$ cat config.mk
export PLATFORM = sky130hd
export DESIGN_NAME = split_var_store
export DESIGN_NICKNAME = d
export VERILOG_FILES = /design/src/rtl/split_var_store.sv
export SDC_FILE = /design/constraint.sdc
export NUM_CORES = 2
export LEC_CHECK = 0
export ABC_CLOCK_PERIOD_IN_PS = 5810
export CAP_MARGIN = 20
export CORE_ASPECT_RATIO = 1.75
export CORE_MARGIN = 5
export CORE_UTILIZATION = 35
export CTS_BUF_LIST = sky130_fd_sc_hd__clkbuf_4 sky130_fd_sc_hd__clkbuf_8
export CTS_CLUSTER_DIAMETER = 120
export CTS_CLUSTER_SIZE = 10
export DETAILED_ROUTE_END_ITERATION = 6
export SKIP_CTS_REPAIR_TIMING = 1
export SYNTH_ARGS = -nofsm -noshare
export SYNTH_HDL_FRONTEND = slang
export SYNTH_SLANG_ARGS = --single-unit
$ cat constraint.sdc
create_clock -name clk -period 5.81 [get_ports clk]
set_input_delay 1.743 -clock clk [delete_from_list [all_inputs] [get_ports clk]]
set_output_delay 1.743 -clock clk [all_outputs]
set_load 0.005 [all_outputs]
$ cat src/rtl/split_var_store.sv
// Per-variable value register file with a loaded bitmap; one write port, one
// read port for the scan pointer, and a synchronous bitmap clear.
module split_var_store #(
  parameter int NUM_VARS = 150,
  parameter int MAX_W    = 16,
  parameter int IDX_W    = 8
) (
  input  logic             clk,
  input  logic             rst,
  input  logic             clr,
  input  logic             we,
  input  logic [IDX_W-1:0] wr_idx,
  input  logic [MAX_W-1:0] wr_val,
  output logic             wr_loaded,
  input  logic [IDX_W-1:0] rd_idx,
  output logic [MAX_W-1:0] rd_val,
  output logic             rd_loaded
);

  logic [MAX_W-1:0]    mem [NUM_VARS];
  logic [NUM_VARS-1:0] loaded;

  // NOTE: the value array is deliberately not reset; the loaded bitmap is the
  // only thing that says whether an entry is meaningful.
  always_ff @(posedge clk) begin
    if (we) begin
      mem[wr_idx] <= wr_val;
    end
  end

  // NOTE: sequential state uses non-blocking assignments so every register
  // samples pre-edge values regardless of statement order.
  always_ff @(posedge clk) begin
    if (rst || clr) begin
      loaded <= '0;
    end else if (we) begin
      loaded[wr_idx] <= 1'b1;
    end
  end

  // Callers only write in-range indices, so wr_loaded is only consumed then.
  assign wr_loaded = loaded[wr_idx];
  assign rd_val    = mem[rd_idx];
  assign rd_loaded = loaded[rd_idx];

endmodule

==> metrics.cfg <==
[outcome]
status=finished with violations
violations=negative setup slack

[detailed_routing]
firstDrtPassIters=5
wire_per_inst_um=32.49
ant_nets=0
routed_wl_um=316400
via_per_inst=5.591
drtIter0Drc=5561
drc=0
num_vias=54450

[sta]
period_share_pct=106.3
drv_slew=0
holdWs_ps=490.2
worst_pin_slew_ps=1445
fin_ws_ps=-367.0
max_slew_margin_pct=3.689
post-route-min-period_ps=6177
fmax_ghz=0.1619
finClkSkew_ps=0
hold_viol_final=0
grt_setup_unrepaired=yes
setup_violations=18

[place]
port_buffers=53
place.gp.congestion=0.8937
postPlaceCellArea_um2=110900
detailedPlace.worstSlack_ps=-1748
hpwlAfterDp_um=205900

[clocking]
cts.clk_slew.worst_paths_ps=70
clock_sinks=2550
cts_max_path_buffers=4
cts_tree=done
clock-root-buffer=clkbuf_8
cts_max_level=5
clkLatencyLatePin_ps=1000
cts_buffers=296

[cells_and_area]
final_util_pct=42.14
final_common_cell=edfxtp_1
final_area_um2=119900
final_cell_mix=edfxtp_1 (2400), buf_4 (799), mux4_2 (599), clkbuf_8 (300), mux2i_1 (217)
areaGrowthSynthToFinish_pct=19.95
drive_gt1_share_pct=40.35
nets=5894

[global_route]
antenna_found_initial=6
gr-usage-met3_pct=3.075
use_met2_pct=36.85
grt_start_max_net_pins=151
grt_pass1_wl_um=429600
gr-max-usage-layer=met2
met1_usage_pct=22.94
grt_use_total_pct=20.53
grt_pass1_vias=55540
overflow=0

[yosys]
netlist_area_um2=99950
synthArstFlopShare_pct=0
ys.warnings.count=0
synth_fp_nets=4815
synthCells=4779
synth.avg_cell_area_um2=20.91
synth_edf_count=2400
synth.distinct_cells=70
ys_ff_latch=2550
synth_ff_type=edfxtp_1
synth-seq-area-share_pct=75.11

[worst_setup_path]
start_kind=input port
worstPathMaxFanout=6
worstPathArrival_ps=4430
crit_type=input port to output pin
critical_path_required_ps=4070
crit_path_end_kind=output pin

[die]
start_util_pct=35.13
coreArea_um2=284500
rows=259
dieArea_um2=296800
io_pins=54
die_h_um=716.9
fp.dieW_um=414.0

[min_path]
hold_path_class=flop to flop

[run]
drv_cap=0

[pwr]
vdd_drop_max_mv=0.1689
p_per_area_nw_per_um2=286.9
power_leakage_nw=39.04

[registers in the layout, summed over array words and instances, names as in the netlist]
| register | count |
|---|---|
| loaded | 150 |
| mem | 2400 |
[cell families (layout without fill, tap and decap cells)]
kind of cell    Yosys count  in the layout  share of synthesized area (%)
buf+inv                 302           1471                          2.064
mux                     874            874                          16.65
compound gates          563            563                          4.056
simple gates            490            490                          2.122
other cells               0              7                              0
flops                  2550           2550                          75.11
[critical path, stage by stage]
cell,delay [ps]
buf_16,150
buf_16,170
buf_12,120
mux4_2,320
mux4_2,320
nor3_4,70
nor4_4,670
a32oi_4,330
buf_6,230
o21ai_4,100
clkbuf_2,170
[power by group]
group	internal, mW	switching [mW]	total (mW)
Sequential	20.1	0.00880	20.1
Combinational	1.23	1.68	2.90
Clock	5.15	6.24	11.4
[worst paths after layout]
kind / slack [ps] / cells past startpoint / to / start
hold reg to reg: 490 / 1 / loaded[58] / loaded[58]
hold / removal: 490 / 1 / loaded[58] / loaded[58]
setup / recovery: -370 / 11 / rd_val[15] / rd_idx[0]
setup reg to reg: 5150 / 1 / loaded[15] / loaded[15]
[metrics by stage]
stage	power, mW	instances	TNS (ps)
floorplan	21.57	4779	0
global placement	23.01	9128	-19160
detailed placement	23.04	9128	-18970
CTS	34.27	9516	-19150
global route	35.41	9737	-3778
finish	34.40	9739	-3444
[cell type report]
class,instances,area [um^2]
Clock buffer,369,4647
Clock inverter,19,155.1
Sequential cell,2550,75070
Fill cell,24980,164600
Tap cell,3784,4735
Multi-Input combinational cell,1927,24500
Timing Repair Buffer,1075,10710
Antenna cell,7,17.52
Inverter,8,47.55
[cell usage after synthesis (all sizes together), types with 15 or more instances]
master | instances | area share (%)
o211ai | 29 | 0.22
a32oi | 15 | 0.13
o22ai | 37 | 0.23
nand2 | 159 | 0.60
nor2 | 194 | 0.73
clkbuf | 101 | 0.39
o221ai | 23 | 0.20
dfxtp | 150 | 3.0
and3 | 16 | 0.10
o21ai | 53 | 0.27
nor2b | 22 | 0.14
buf | 190 | 1.6
a31oi | 17 | 0.11
nand3 | 46 | 0.23
a22oi | 53 | 0.40
mux2 | 34 | 0.38
edfxtp | 2400 | 72
a221oi | 29 | 0.25
o21a | 150 | 1.1
a21oi | 67 | 0.34
mux4 | 620 | 14
mux2i | 220 | 2.2
[layer usage]
layer  wire (um)  part of all wire, %  vias up
li1            -                    -    22010
met1      107500                   34    29230
met2      166100                   53     2506
met3       19980                  6.3      704
met4       22780                  7.2        2
met5          15               0.0047        -
Note: power is estimated with default switching activity, not from simulation.
